<file path="config.mk">
export PLATFORM = sky130hd
export DESIGN_NAME = frame_flush_controller_flat
export DESIGN_NICKNAME = d
export VERILOG_FILES = /design/src/rtl/frame_flush_controller_if.sv /design/src/rtl/frame_flush_controller.sv /design/src/flat_wrapper.sv
export SDC_FILE = /design/constraint.sdc
export NUM_CORES = 1
export LEC_CHECK = 0
export CORE_MARGIN = 8
export CORE_UTILIZATION = 42
export DETAILED_ROUTE_END_ITERATION = 8
export HOLD_SLACK_MARGIN = 0.12
export PLACE_DENSITY = 0.83
export SYNTH_ARGS = -nofsm -noshare
export SYNTH_HDL_FRONTEND = slang
export SYNTH_SLANG_ARGS = --single-unit
export TNS_END_PERCENT = 50
</file>
<file path="constraint.sdc">
create_clock -name clk -period 4.4 [get_ports clk]
set_input_delay 1.1 -clock clk [delete_from_list [all_inputs] [get_ports clk]]
set_output_delay 1.1 -clock clk [all_outputs]
set_load 0.05 [all_outputs]
</file>
<file path="src/rtl/frame_flush_controller_if.sv">
// Avalon-style SDRAM write-master bus used by the frame flush controller.
// The master drives the request/data/address; the slave stalls with waitrequest.
interface frame_flush_controller_if #(
   parameter int SD_ADDR_W = 26,
   parameter int SD_DATA_W = 32
);
   logic                 SD_write;
   logic [SD_DATA_W-1:0] SD_wdata;
   logic [SD_ADDR_W-1:0] SD_address;
   logic                 waitrequest;

   modport master (
      output SD_write, SD_wdata, SD_address,
      input  waitrequest
   );

   modport slave (
      input  SD_write, SD_wdata, SD_address,
      output waitrequest
   );
endinterface

</file>
<file path="src/rtl/frame_flush_controller.sv">
// Blend-side frame-buffer port plus a flush engine that streams the finished frame,
// followed by black padding words, to SDRAM; returns to blend mode after every frame.
module frame_flush_controller #(
   parameter int CH_W       = 8,
   parameter int ADDR_W     = 17,
   parameter int SRC_PIXELS = 76800,
   parameter int DST_WORDS  = 307200,
   parameter int SD_ADDR_W  = 26,
   parameter int SD_DATA_W  = 32,
   parameter int SD_BASE    = 0,
   parameter int SD_STEP    = 4
) (
   input  logic                 clk,
   input  logic                 rst,
   input  logic [CH_W-1:0]      write_r,
   input  logic [CH_W-1:0]      write_g,
   input  logic [CH_W-1:0]      write_b,
   input  logic                 write,
   input  logic                 read,
   input  logic [ADDR_W-1:0]    Pixel_Number,
   input  logic                 frame_ready,
   output logic [CH_W-1:0]      read_r,
   output logic [CH_W-1:0]      read_g,
   output logic [CH_W-1:0]      read_b,
   input  logic [3*CH_W-1:0]    M9_rdata,
   output logic [3*CH_W-1:0]    M9_wdata,
   output logic [ADDR_W-1:0]    write_address,
   output logic [ADDR_W-1:0]    read_address,
   output logic                 M9_write,
   frame_flush_controller_if.master sd,
   output logic                 busy,
   output logic                 frame_done
);

   localparam int IDX_W = $clog2(DST_WORDS + 1);
   localparam logic [IDX_W-1:0]     LAST_IDX = IDX_W'(DST_WORDS);
   localparam logic [IDX_W-1:0]     SRC_END  = IDX_W'(SRC_PIXELS);
   localparam logic [SD_ADDR_W-1:0] BASE_A   = SD_ADDR_W'(SD_BASE);
   localparam logic [SD_ADDR_W-1:0] STEP_A   = SD_ADDR_W'(SD_STEP);

   typedef enum logic [2:0] {BLEND, FETCH, CAPTURE, WRITE, DONE} state_t;

   state_t           state;
   logic [IDX_W-1:0] idx;
   logic [IDX_W-1:0] idx_nxt;

   function automatic logic [SD_DATA_W-1:0] zext_pixel(input logic [3*CH_W-1:0] px);
      return SD_DATA_W'(px);
   endfunction

   assign idx_nxt = idx + IDX_W'(1);

   assign read_r = M9_rdata[3*CH_W-1:2*CH_W];
   assign read_g = M9_rdata[2*CH_W-1:CH_W];
   assign read_b = M9_rdata[CH_W-1:0];

   always_ff @(posedge clk or posedge rst) begin
      if (rst) begin
         state         <= BLEND;
         idx           <= '0;
         M9_write      <= 1'b0;
         M9_wdata      <= '0;
         write_address <= '0;
         read_address  <= '0;
         sd.SD_write   <= 1'b0;
         sd.SD_wdata   <= '0;
         sd.SD_address <= BASE_A;
         busy          <= 1'b0;
         frame_done    <= 1'b0;
      end else begin
         M9_write   <= 1'b0;
         frame_done <= 1'b0;
         case (state)
            BLEND: begin
               // A pending write defers the flush; frame_ready is a level so it is retried.
               if (write) begin
                  M9_write      <= 1'b1;
                  write_address <= Pixel_Number;
                  M9_wdata      <= {write_r, write_g, write_b};
               end else if (frame_ready) begin
                  state        <= FETCH;
                  idx          <= '0;
                  read_address <= '0;
                  busy         <= 1'b1;
               end else if (read) begin
                  read_address <= Pixel_Number;
               end
            end
            FETCH: state <= CAPTURE;
            CAPTURE: begin
               sd.SD_wdata <= zext_pixel(M9_rdata);
               sd.SD_write <= 1'b1;
               state       <= WRITE;
            end
            WRITE: begin
               // Request, data and address stay frozen until the slave accepts the word.
               if (!sd.waitrequest) begin
                  idx           <= idx_nxt;
                  sd.SD_address <= sd.SD_address + STEP_A;
                  if (idx_nxt == LAST_IDX) begin
                     state       <= DONE;
                     sd.SD_write <= 1'b0;
                     frame_done  <= 1'b1;
                  end else if (idx_nxt < SRC_END) begin
                     state        <= FETCH;
                     read_address <= ADDR_W'(idx_nxt);
                     sd.SD_write  <= 1'b0;
                  end else begin
                     sd.SD_wdata <= '0;
                  end
               end
            end
            DONE: begin
               idx           <= '0;
               sd.SD_address <= BASE_A;
               busy          <= 1'b0;
               state         <= BLEND;
            end
            default: state <= BLEND;
         endcase
      end
   end

endmodule

</file>
<file path="src/flat_wrapper.sv">
// flat-port wrapper written by rule: the top's interface ports become plain ports
module frame_flush_controller_flat 
#(
   parameter int CH_W       = 8,
   parameter int ADDR_W     = 17,
   parameter int SRC_PIXELS = 76800,
   parameter int DST_WORDS  = 307200,
   parameter int SD_ADDR_W  = 26,
   parameter int SD_DATA_W  = 32,
   parameter int SD_BASE    = 0,
   parameter int SD_STEP    = 4
)
  (clk, rst, write_r, write_g, write_b, write, read, Pixel_Number, frame_ready, read_r, read_g, read_b, M9_rdata, M9_wdata, write_address, read_address, M9_write, busy, frame_done, sd_SD_write, sd_SD_wdata, sd_SD_address, sd_waitrequest);
  frame_flush_controller_if #(.SD_ADDR_W(SD_ADDR_W), .SD_DATA_W(SD_DATA_W)) sd_i ();
  input  logic clk;
  input  logic rst;
  input  logic [CH_W-1:0] write_r;
  input  logic [CH_W-1:0] write_g;
  input  logic [CH_W-1:0] write_b;
  input  logic write;
  input  logic read;
  input  logic [ADDR_W-1:0] Pixel_Number;
  input  logic frame_ready;
  output logic [CH_W-1:0] read_r;
  output logic [CH_W-1:0] read_g;
  output logic [CH_W-1:0] read_b;
  input  logic [3*CH_W-1:0] M9_rdata;
  output logic [3*CH_W-1:0] M9_wdata;
  output logic [ADDR_W-1:0] write_address;
  output logic [ADDR_W-1:0] read_address;
  output logic M9_write;
  output logic busy;
  output logic frame_done;
  output wire logic [$bits(sd_i.SD_write)-1:0] sd_SD_write;
  output wire logic [$bits(sd_i.SD_wdata)-1:0] sd_SD_wdata;
  output wire logic [$bits(sd_i.SD_address)-1:0] sd_SD_address;
  input wire logic [$bits(sd_i.waitrequest)-1:0] sd_waitrequest;
  assign sd_SD_write = sd_i.SD_write;
  assign sd_SD_wdata = sd_i.SD_wdata;
  assign sd_SD_address = sd_i.SD_address;
  assign sd_i.waitrequest = sd_waitrequest;
  frame_flush_controller #(.CH_W(CH_W), .ADDR_W(ADDR_W), .SRC_PIXELS(SRC_PIXELS), .DST_WORDS(DST_WORDS), .SD_ADDR_W(SD_ADDR_W), .SD_DATA_W(SD_DATA_W), .SD_BASE(SD_BASE), .SD_STEP(SD_STEP)) u_core (.clk(clk), .rst(rst), .write_r(write_r), .write_g(write_g), .write_b(write_b), .write(write), .read(read), .Pixel_Number(Pixel_Number), .frame_ready(frame_ready), .read_r(read_r), .read_g(read_g), .read_b(read_b), .M9_rdata(M9_rdata), .M9_wdata(M9_wdata), .write_address(write_address), .read_address(read_address), .M9_write(M9_write), .sd(sd_i), .busy(busy), .frame_done(frame_done));
endmodule
</file>
==> metrics.txt <==
status finished, final reports clean; share of cells above drive strength 1 roughly an eighth; ANT nets after route 0; #FFs+latches synth 132; dominant cells by area after synthesis dfrtp_1 51%, mux2_2 7.3%, buf_4 4.5%, a22o_1 3.4%, nor2_1 3.2%; RSZ-0062 raised after global routing no; Die X 140 um; Post-synth top cells 132 x dfrtp_1, 55 x nor2_1, 42 x mux2_2, 42 x nand2_1, 39 x buf_4; Layout fillers roughly 1200; die footprint 19700 um^2; DR iter-0 viols 327; Critical-path top delay cell or4_1; Leak 3.87 nW; class of the worst hold path flip-flop to flip-flop; Slew Viols, Final 0; Yosys warnings 0; asr flop ratio synth between 90% and 100%; Overflow after GRT 0; required time worst endpoint about 4700 ps; routability cong. between 0.9 and 1; Slew @ Worst Pin about 900 ps; Total Neg Setup Slack 0 ps; Critical Path AT roughly 3900 ps; Final nets between 800 and 900; final WL 18100 um; share of the synthesized area in the top cell type between 50% and 60%; cts repair resizes 0; count leader, synth dfrtp_1; footprint of the multi-input gates roughly 2700 um^2; Final setup viols 0; largest net degree at the start of global routing 76; post-route clock period utilization between 80% and 90%; slowest stage delay, CP ~650 ps; Area growth, synth to finish 40.2%; Peak Freq 0.282 GHz; Hold-fix buffers, CTS 0; initial antenna violation count 0; final routed DRC violation total 0; Starting Density between 40% and 50%; antenna diode count 0; Skew-Pair Late Insertion Delay between 400 and 500 ps; GRT Util Overall between 10% and 20%; min Tclk post-route between 3000 and 4000 ps; I/O pins approximately 220; Final Hold Fails 0; register area share after synthesis 50.9%; Via density 5.33; critical path class flip-flop to flip-flop; number of global-route vias before repair 5470; max cap viols 0; Storage cell area 3300 um^2; die height ~140 um; DP HPWL approximately 13000 um; Slew Limit Headroom between 30% and 40%; FP Rows 45; DR vias roughly 5300; leading area contributor after synthesis dfrtp_1; first-pass GRT wire length a little under 30000 um; CP Capture Type flip-flop; TritonCTS clock tree yes; Final Util between 60 and 70%; Core Region roughly 15000 um^2; post-CTS setup buffers 0; startpoint types flip-flop; TritonCTS Buffers 17; Syn Std Cell Area approximately 6500 um^2; # port buffers approximately 200; Clock Tree Root clkbuf_16; Power Density roughly 760 nW/um^2; Peak supply drop 499 uV; clk_skew around 14 ps; critical path, cell by cell nand3_4 -> or4_1 -> nor2_1 -> xor2_1 -> or3b_2 -> o21a_1 -> mux2_2; Worst-path clk slew 60 ps; Max Root-Sink Buffers 2; Post-synth EDFFs 0; H-tree depth 4; Syn Inst Count approximately 610; top_reg_cell synth dfrtp_1; routed len/inst around 18 um; critical path fanouts, max 17; router iterations before antenna repair 4; Avg Cell Area, Syn between 10 and 15 um^2; Sink Count around 130; Synth cell types between 50 and 60
## cell usage in the layout (no fill, tap or decap), types with 3 or more instances in the layout
| cell type | count |
|---|---|
| xor2_1 | 22 |
| nand4_1 | 11 |
| nand3_1 | 18 |
| o21ai_0 | 29 |
| conb_1 | 10 |
| nor2_1 | 55 |
| dfrtp_1 | 132 |
| inv_6 | 5 |
| a22o_1 | 25 |
| and2_1 | 4 |
| mux2_2 | 42 |
| a221oi_1 | 11 |
| a211o_1 | 3 |
| nand2_1 | 42 |
| ha_1 | 3 |
| buf_4 | 14 |
| inv_8 | 4 |
| inv_1 | 16 |
| o211ai_1 | 4 |
| clkdlybuf4s50_1 | 204 |
| and3_1 | 7 |
| a21oi_1 | 23 |
| a21boi_0 | 3 |
| xnor2_1 | 20 |
| nand2b_1 | 3 |
| a31oi_1 | 5 |
| and4_1 | 4 |
| o31ai_1 | 3 |
| nor3_1 | 14 |
| or3_1 | 3 |
| clkbuf_16 | 17 |
## through the flow
step           cells  setup slack [ps]  total power, mW  hold slack [ps]  area (um^2)
6_report         988               849             6.93              498         9100
5_1_grt          988               617             7.22              508         9100
3_5_place_dp     956               796             5.48              482         8490
3_3_place_gp     956               867             5.43              483         8490
2_1_floorplan    623              1160             4.27              509         6530
4_1_cts          988               855             6.98              502         9100
## routing by layer
layer	global-route usage, %	wire length (um)
met1	22.1	7390
met2	30.5	8990
met3	7.27	1510
met4	5.94	260
met5	0	0
## where the power goes
part	leakage [nW]	internal [mW]	switching, mW	total (mW)
combinational	1.92	1.21	2.29	3.50
clock	0.300	0.863	0.603	1.47
sequential	1.65	1.65	0.305	1.96
total	3.87	3.73	3.20	6.93
## flip-flops by register name, indices dropped and copies added, names as in the netlist
signal / cells
u_core.M9_wdata: 24
u_core.sd.SD_address: 24
u_core.frame_done: 1
u_core.read_address: 17
u_core.M9_write: 1
u_core.write_address: 17
u_core.sd.SD_wdata: 24
u_core.idx: 19
u_core.busy: 1
u_core.state: 3
u_core.sd.SD_write: 1
## worst paths after layout
| path | start | to | slack (ps) | cells after the start |
|---|---|---|---|---|
| worst max-delay path | u_core.idx[4] | u_core.read_address[13] | 850 | 7 |
| worst min-delay path | u_core.sd.SD_wdata[11] | u_core.sd.SD_wdata[11] | 500 | 1 |
| worst max register to register | u_core.idx[4] | u_core.read_address[13] | 850 | 7 |
| worst min register to register | u_core.sd.SD_wdata[11] | u_core.sd.SD_wdata[11] | 500 | 1 |
| max in group asynchronous | rst | u_core.idx[16] | 2330 | 3 |
| min in group asynchronous | rst | u_core.sd.SD_address[9] | 1210 | 2 |
## worst max-delay path, delay by kind of cell (launching register included)
kind / cells / cell delay [ps]
compound gates: 1 / 540
simple gates: 4 / 1360
mux: 1 / 400
flops: 1 / 610
xor+xnor: 1 / 510
## kinds of logic (layout without fill, tap and decap cells)
| kind of cell | Yosys count | count (layout) | synth area share [%] |
|---|---|---|---|
| AND/OR/NAND/NOR | 180 | 180 | 13.9 |
| multiplexers | 43 | 43 | 7.44 |
| AO/OA/AOI/OAI | 122 | 122 | 13.4 |
| other | 1 | 10 | 0.0578 |
| XOR/XNOR | 42 | 42 | 5.67 |
| adder cells (fa/ha/maj) | 3 | 3 | 0.579 |
| buffers and inverters | 91 | 268 | 8.06 |
| flip-flops | 132 | 132 | 50.9 |
## cell type report
type / count / area share (%)
clock buffer: 17 / 4.68
clock inverter: 15 / 2.05
inverter: 17 / 0.743
multi-input combinational: 400 / 29.8
sequential: 132 / 36.3
tap: 188 / 2.59
timing repair buffer: 219 / 23.8
(Power assumes the default switching activity.)
==> RTL change, RTL diff (config.mk and constraints unchanged) <==
`ADDR_W` is set to 17 in 2 places; all go to 34.
--- a/src/rtl/frame_flush_controller.sv
+++ b/src/rtl/frame_flush_controller.sv
@@ -2,7 +2,7 @@
 // followed by black padding words, to SDRAM; returns to blend mode after every frame.
 module frame_flush_controller #(
    parameter int CH_W       = 8,
-   parameter int ADDR_W     = 17,
+   parameter int ADDR_W     = 34,
    parameter int SRC_PIXELS = 76800,
    parameter int DST_WORDS  = 307200,
    parameter int SD_ADDR_W  = 26,
--- a/src/flat_wrapper.sv
+++ b/src/flat_wrapper.sv
@@ -2,7 +2,7 @@
 module frame_flush_controller_flat 
 #(
    parameter int CH_W       = 8,
-   parameter int ADDR_W     = 17,
+   parameter int ADDR_W     = 34,
    parameter int SRC_PIXELS = 76800,
    parameter int DST_WORDS  = 307200,
    parameter int SD_ADDR_W  = 26,
Ports: changed (resized Pixel_Number, read_address and write_address); port bits go from 215 to 266. The function was not compared with the original's and may differ.
==> RTL change against the unedited design <==
  * Synthesized cell count up 19%
  * Count of clock-buffer cells in the layout rose by 1
  * Worst setup slack lost 0.027 ns
  * Wire length increased by 25%
  * Combinational power is 23% higher
  * Final area increased by 22%
  * Area after synthesis is 23% higher
  * Total power grew 19%
  * Sequential share of layout area grew 1.1 points
  * Sequential power rose by 23%
  * Via count grew 18%
  * Sequential cell count increased by 34
  * Largest power group unchanged
==> RTL change: results (changes against the unedited design) <==
Max FO, Critical Path: 2 (-15)
M1 wire length: 9.68 mm (+31%)
Hold Path Sink: u_core.busy
Worst R2R Path Depth: 9 (+2)
Peak VDD IR: 0.480 mV (-3.8%)
Worst Clk Skew: 0.0138 ns (-0.000647 ns)
Initial DRC count: 280 (-14%)
Layout Nets: 1031 (+20%)
WP data arrival: 2.48 ns (-1.37 ns)
FF-to-FF setup slack: 1.08 ns (+0.23 ns)
Top cells by area, synth: dfrtp_1, mux2_2, buf_4
FF-to-FF End: u_core.read_address[15]
CTS max path bufs: 2 (unchanged)
Hold depth: 2 (+1)
Fraction of met1 tracks used by global routing: 0.236 (+0.0156)
Layout cells sized above 1: 0.145 (+0.0186)
Pin count of the biggest net entering global routing: 142 (+87%)
Pleak: 4.65 nW (+20%)
Netlist cell types: 68 (+19%)
Sequential fraction of the synthesis area: 0.519 (+0.00993)
CP top delay family: buffers and inverters
Post-DR vias/cell: 5.22 (-2.0%)
Global Route Usage Sum: 0.190 (+0.00399)
Met2 routed WL: 10.9 mm (+22%)
Status: complete, no violations
Largest regs: u_core.read_address (34), u_core.write_address (34)
Post-CTS sizing: 0 (unchanged)
Met2 GRT Util: 0.311 (+0.00588)
Slowest Stage Delay on Critical Path: 0.83 ns (+0.18 ns)
Clk_lat worst skew: 0.43 ns
# port buffers: 255 (+25%)
Layout fillers: 1545 (+31%)
Routed len/inst: 19.1 um (+4.0%)
Slew margin rel.: 0.312 (-0.0868)
Met3 WL post-DR: 1.74 mm (+16%)
Worst R2R Start: u_core.idx[1]
RD Place Congestion: 0.881 (-2.1%)
First-pass GRT wire length: 36.1 mm (+22%)
Hold wc startpoint: u_core.busy
Met3 Use GR: 0.0642 (-0.00853)
Post-DP HPWL: 16.6 mm (+26%)
Hold Slack: 0.502 ns (+0.00361 ns)
Drt pass-1 iters: 5 (+1)
## RTL change: kinds of logic (layout without fill, tap and decap cells)
family                   after synthesis  count (layout)  synth area share
other                                  1              10          0.000469
buffers and inverters                 93             307            0.0672
AND/OR/NAND/NOR                      223             223             0.150
AO/OA/AOI/OAI                        129             129             0.102
XOR/XNOR                              38              38            0.0416
multiplexers                          77              77             0.115
flip-flops                           166             166             0.519
adder cells (fa/ha/maj)                3               3           0.00469
## RTL change: where the power goes
group	switching [mW]	leakage (nW)	internal, mW
clock	0.683	0.305	0.883
sequential	0.360	2.14	2.05
combinational	2.78	2.21	1.50
total	3.83	4.65	4.44
## RTL change: final cells by class
cell class              instances  area [um^2]  area share
clock buffers                  18          439      0.0395
well taps                     234          293      0.0264
inverters                      11         45.0     0.00405
flip-flops and latches        166         4150       0.374
repair buffers                264         2630       0.237
clock inverters                14          185      0.0167
multi-input cells             480         3360       0.303
## RTL change: through the flow
| stage | setup slack (ns) | util | cells | instance area (um^2) |
|---|---|---|---|---|
| floorplan | 1.19 | - | 739 | 8040 |
| detailed placement | 0.839 | 0.561 | 1155 | 10500 |
| CTS | 0.833 | 0.594 | 1187 | 11100 |
| finish | 0.822 | 0.594 | 1187 | 11100 |
| global placement | 0.836 | 0.561 | 1155 | 10500 |
| global route | 0.807 | 0.594 | 1187 | 11100 |
## RTL change: worst max path at each step
stage                       startpoint            endpoint  slack (ns)
after CTS                 M9_rdata[23]           read_r[7]        0.83
final                      M9_rdata[3]           read_b[3]        0.82
after floorplan                    rst  u_core.M9_wdata[0]        1.19
after detailed placement  M9_rdata[23]           read_r[7]        0.84
after global placement    M9_rdata[23]           read_r[7]        0.84
after global routing      M9_rdata[23]           read_r[7]        0.81
